## src/rtl/fetch_ctrl.sv

```systemverilog
// Instruction fetch controller: steers the PC register, handshakes with instruction memory,
// buffers the fetched word for IF/ID and resolves EXE redirects. Optional counters: FETCH_PERF_EN.
module fetch_ctrl #(
    parameter int ADDR_W  = 32,
    parameter int DATA_W  = 32,
    parameter int PC_STEP = 4
) (
    input  logic              clk,
    input  logic              reset,
    input  logic [ADDR_W-1:0] pc,
    output logic [ADDR_W-1:0] next_address,
    output logic              freeze,
    output logic              imem_req,
    input  logic              imem_ready,
    input  logic [DATA_W-1:0] imem_rdata,
    input  logic              branch_taken,
    input  logic [ADDR_W-1:0] branch_addr,
    input  logic              hazard_stall,
    output logic              inst_valid,
    output logic [DATA_W-1:0] inst,
    output logic              flush_if
`ifdef FETCH_PERF_EN
    ,
    output logic [31:0]       fetch_count,
    output logic [31:0]       wait_count
`endif
);

    typedef enum logic [1:0] {
        IDLE = 2'd0,
        REQ  = 2'd1,
        HOLD = 2'd2
    } state_t;

    localparam logic [ADDR_W-1:0] STEP = ADDR_W'(PC_STEP);

    state_t              state_q, state_d;
    logic                inst_valid_q, inst_valid_d;
    logic [DATA_W-1:0]   inst_q, inst_d;
    logic                pend_valid_q, pend_valid_d;
    logic [ADDR_W-1:0]   pend_addr_q, pend_addr_d;
    logic [ADDR_W-1:0]   seq_addr;

    assign seq_addr   = pc + STEP;
    assign imem_req   = (state_q == REQ);
    assign inst_valid = inst_valid_q;
    assign inst       = inst_q;

    // NOTE: non-blocking assignments here so every flop samples the pre-edge value of its peers.
    always_ff @(posedge clk or negedge reset) begin
        if (!reset) begin
            state_q      <= IDLE;
            inst_valid_q <= 1'b0;
            inst_q       <= '0;
            pend_valid_q <= 1'b0;
            pend_addr_q  <= '0;
        end else begin
            state_q      <= state_d;
            inst_valid_q <= inst_valid_d;
            inst_q       <= inst_d;
            pend_valid_q <= pend_valid_d;
            pend_addr_q  <= pend_addr_d;
        end
    end

    // NOTE: every signal gets a default first so no path through the case infers a latch.
    always_comb begin
        state_d      = state_q;
        inst_valid_d = inst_valid_q;
        inst_d       = inst_q;
        pend_valid_d = pend_valid_q;
        pend_addr_d  = pend_addr_q;
        next_address = seq_addr;
        freeze       = 1'b1;
        flush_if     = 1'b0;

        unique case (state_q)
            IDLE: begin
                // Redirects are ignored here: EXE holds nothing yet.
                if (!hazard_stall) begin
                    state_d = REQ;
                end
            end

            REQ: begin
                if (imem_ready) begin
                    if (branch_taken || pend_valid_q) begin
                        // A fresh branch is younger than any parked one, so it wins.
                        next_address = branch_taken ? branch_addr : pend_addr_q;
                        freeze       = 1'b0;
                        flush_if     = 1'b1;
                        inst_valid_d = 1'b0;
                        pend_valid_d = 1'b0;
                        pend_addr_d  = '0;
                    end else begin
                        inst_d       = imem_rdata;
                        inst_valid_d = 1'b1;
                        if (hazard_stall) begin
                            state_d = HOLD;
                        end else begin
                            freeze = 1'b0;
                        end
                    end
                end else begin
                    inst_valid_d = 1'b0;
                    if (branch_taken) begin
                        pend_valid_d = 1'b1;
                        pend_addr_d  = branch_addr;
                    end
                end
            end

            HOLD: begin
                if (branch_taken) begin
                    next_address = branch_addr;
                    freeze       = 1'b0;
                    flush_if     = 1'b1;
                    inst_valid_d = 1'b0;
                    pend_valid_d = 1'b0;
                    pend_addr_d  = '0;
                    state_d      = REQ;
                end else if (!hazard_stall) begin
                    freeze  = 1'b0;
                    state_d = REQ;
                end
            end

            default: begin
                state_d = IDLE;
            end
        endcase
    end

`ifdef FETCH_PERF_EN
    logic advance;
    logic wait_cycle;

    // An advance is any cycle the PC moves without a redirect.
    assign advance    = !freeze && !flush_if;
    assign wait_cycle = (state_q == REQ) && !imem_ready;

    always_ff @(posedge clk or negedge reset) begin
        if (!reset) begin
            fetch_count <= '0;
            wait_count  <= '0;
        end else begin
            if (advance) begin
                fetch_count <= fetch_count + 32'd1;
            end
            if (wait_cycle) begin
                wait_count <= wait_count + 32'd1;
            end
        end
    end
`endif

endmodule

```

## config.mk

```make
export PLATFORM = sky130hd
export DESIGN_NAME = fetch_ctrl
export DESIGN_NICKNAME = d
export VERILOG_FILES = /design/src/rtl/fetch_ctrl.sv
export SDC_FILE = /design/constraint.sdc
export NUM_CORES = 1
export LEC_CHECK = 0
export CORE_MARGIN = 3
export CORE_UTILIZATION = 30
export CTS_BUF_LIST = sky130_fd_sc_hd__clkbuf_8 sky130_fd_sc_hd__clkbuf_16
export CTS_CLUSTER_SIZE = 16
export DETAILED_ROUTE_END_ITERATION = 10
export GPL_ROUTABILITY_DRIVEN = 0
export PLACE_DENSITY_LB_ADDON = 0.12
export SLEW_MARGIN = 20
export SYNTH_ARGS = -nofsm -noshare
export SYNTH_HDL_FRONTEND = slang
export SYNTH_SLANG_ARGS = --single-unit
export TNS_END_PERCENT = 50
```

## constraint.sdc

```tcl
create_clock -name clk -period 2.7 [get_ports clk]
set_clock_uncertainty 0.2 [all_clocks]
set_input_delay 0.27 -clock clk [delete_from_list [all_inputs] [get_ports clk]]
set_output_delay 0.27 -clock clk [all_outputs]
set_load 0.005 [all_outputs]
```

==> results.sh <==
export IMPL_synthCells=396
export IMPL_ys_seq_area_frac=0.418
export IMPL_grt_antenna_before_repair=0
export IMPL_numCtsBuffers=9
export IMPL_syn_area_um2=4070
export IMPL_hp_class="register to register"
export IMPL_clk_path_buf_depth=2
export IMPL_period_share=0.989
export IMPL_rsz0062_at_grt="yes"
export IMPL_end_kind="output port"
export IMPL_fp_dieW_um=122
export IMPL_floorplan_initialDensity=0.315
export IMPL_power_per_cell_area_nw_per_um2=963
export IMPL_ys_flop_type="dfrtp_1"
export IMPL_track_usage=0.204
export IMPL_setup_violations=0
export IMPL_drtIter0Drc=237
export IMPL_synth_edf_count=0
export IMPL_finalMaxSlewViolations=0
export IMPL_drv_cap=0
export IMPL_cts_sinks=68
export IMPL_grt_pass1_vias=4554
export IMPL_antenna_cells=0
export IMPL_utilization=0.559
export IMPL_clkLatencyLatePin_ns=0.34
export IMPL_max_clock_freq_ghz=0.374
export IMPL_viasPerCell=5.39
export IMPL_grt_pass1_wl_um=23800
export IMPL_syn_nets=502
export IMPL_finalHoldViolations=0
export IMPL_crit_fanout=6
export IMPL_vias=4347
export IMPL_wl_um=15200
export IMPL_critPathArrivalTime_ns=2.20
export IMPL_avgSynthCellArea_um2=10.3
export IMPL_fin_nets=736
export IMPL_leakage_nw=3.02
export IMPL_synth_seq_cells=68
export IMPL_row_count=41
export IMPL_timing_hold_ws_ns=0.300
export IMPL_dieHeight_um=122
export IMPL_cts_root_buf="clkbuf_16"
export IMPL_io_pins=169
export IMPL_drc=0
export IMPL_yosysWarnings=0
export IMPL_slew_headroom=0.405
export IMPL_required_ns=2.23
export IMPL_async_reset_ff_frac=1.00
export IMPL_htreeDepth=3
export IMPL_synth_cell_types=44
export IMPL_syn_to_final_growth_pct=77.5
export IMPL_grt_overflow=0
export IMPL_die_area_um2=15000
export IMPL_place_hpwl_um=10700
export IMPL_start_kind="register"
export IMPL_outcome="completed"
export IMPL_grt_max_degree=69
export IMPL_ant_nets=0
export IMPL_cts_tree="yes"
export IMPL_irDropWorstVdd_mv=0.482
export IMPL_core_area_um2=12900
export IMPL_portBuffers=168
export IMPL_drive_gt1_frac=0.310
export IMPL_period_needed_ns=2.67
export IMPL_path_class="register to output port"
export IMPL_max_slew_worst_pin_slew_ns=0.893
export IMPL_wl_per_cell_um=18.8
export IMPL_dr_pass1_iters=5
export IMPL_cts_reportedPaths_clkPinSlew_ns=0.06
## synthesized netlist by cell type, drive strengths merged (8+ instances only)
| master | instances | share of area |
|---|---|---|
| a22oi | 27 | 0.050 |
| dfrtp | 68 | 0.42 |
| o21ai | 10 | 0.012 |
| o2111ai | 8 | 0.017 |
| nand2 | 17 | 0.016 |
| o221ai | 15 | 0.032 |
| mux2 | 32 | 0.089 |
| nor4 | 9 | 0.017 |
| a22o | 32 | 0.069 |
| buf | 16 | 0.026 |
| nor2 | 9 | 0.0083 |
| xnor2 | 11 | 0.024 |
| and2 | 9 | 0.014 |
| clkbuf | 19 | 0.018 |
| nand3 | 11 | 0.014 |
| inv | 16 | 0.015 |
| o22ai | 15 | 0.023 |
| nand4 | 12 | 0.022 |
## sequential cells by signal, indices dropped and copies added (netlist names)
signal	cells
inst	32
inst_valid	1
pend_addr_q	32
pend_valid_q	1
state_q	2
## where the power goes
| group | switching [mW] | leakage [nW] | total (mW) | internal (mW) |
|---|---|---|---|---|
| sequential | 0.232 | 0.861 | 1.66 | 1.43 |
| combinational | 1.70 | 1.99 | 4.01 | 2.31 |
| clock | 0.453 | 0.162 | 1.29 | 0.833 |
## per-layer routing
metal  GRT usage  share of wire  vias up
met3      0.0553          0.063       27
met1       0.253           0.42     2117
met2       0.342           0.49      167
met4      0.0728          0.019        0
li1            -              -     2036
met5           0              0        -
## cells in the final DEF, fill, tap and decap left out, drive strengths merged, types with 3 or more instances in the layout
cell type      Yosys  final
o221ai            15     15
o21bai             6      6
clkinv             0      4
a21oi              6      6
nor4               9      9
dfrtp             68     68
dlymetal6s2s       0      8
o311ai             5      5
o21ai             10     10
clkdlybuf4s15      0      4
clkdlybuf4s50      0    128
o2111ai            8      8
xor2               3      3
and2               9      9
buf               16    100
nand4             12     12
nor3               6      6
ha                 5      5
a32o               6      6
xnor2             11     11
dlygate4sd2        0     13
a22oi             27     27
o2bb2ai            3      3
a22o              32     32
inv               16     16
mux2              32     32
nand3             11     11
nand2             17     17
or3                3      3
nor2               9      9
o22ai             15     15
clkbuf            19     14
## worst max-delay path, cell delays in order, from the launching register on
cell and delay [ns]:
dfrtp_1 0.40, inv_2 0.10, ha_4 0.13, buf_6 0.13
nand2b_4 0.06, a21oi_4 0.17, buf_6 0.15, buf_6 0.11
buf_16 0.11, o21bai_1 0.07, o311ai_1 0.26, buf_2 0.17
## final timing paths
check	startpoint	to	slack, ns	depth (start not counted)
worst max-delay path	state_q[1]	next_address[21]	0.03	11
worst min-delay path	pend_addr_q[20]	pend_addr_q[20]	0.30	1
worst max register to register	state_q[0]	pend_addr_q[1]	0.44	7
worst min register to register	pend_addr_q[20]	pend_addr_q[20]	0.30	1
max in group asynchronous	reset	state_q[0]	1.27	2
min in group asynchronous	reset	inst[11]	0.41	2
## repair_timing
| item | CTS | global route |
|---|---|---|
| pin swaps | 8 | 15 |
| resized for setup | 73 | 72 |
| gates cloned | 5 | 0 |
| hold endpoints to repair | 68 | 0 |
| setup endpoints to repair | 34 | 34 |
| setup buffers | 9 | 9 |
| hold buffers | 1 | 0 |
## kinds of logic (layout without fill, tap and decap cells)
logic type,count (synthesis),count (layout),share of synthesized area
and+or+nand+nor,88,88,0.126
buffers and inverters,51,290,0.0581
AOI/OAI and AO/OA,138,138,0.263
adders and majority gates,5,5,0.0154
DFF,68,68,0.418
xor gates and xnor gates,14,14,0.0301
muxes,32,32,0.0886
## per-stage QoR
step | area (µm²) | TNS, ns | std cells | setup slack [ns] | total power, mW
floorplan | 4070 | 0 | 396 | 0.421 | 3.17
global placement | 6460 | -5.25 | 769 | -0.390 | 5.22
detailed placement | 6460 | -5.52 | 769 | -0.381 | 5.29
CTS | 7060 | -1.09 | 800 | -0.200 | 6.89
global route | 7220 | -0.749 | 807 | -0.0870 | 7.38
finish | 7220 | 0 | 807 | 0.0295 | 6.96
## layout make-up
class / count / area [µm²]
clock buffers: 10 / 239
clock inverters: 6 / 87.6
fillers: 1170 / 5710
inverters: 16 / 65.1
multi-input cells: 277 / 2370
flip-flops and latches: 68 / 1700
well taps: 172 / 215
repair buffers: 258 / 2540
Power figures use the tool's default switching activity.
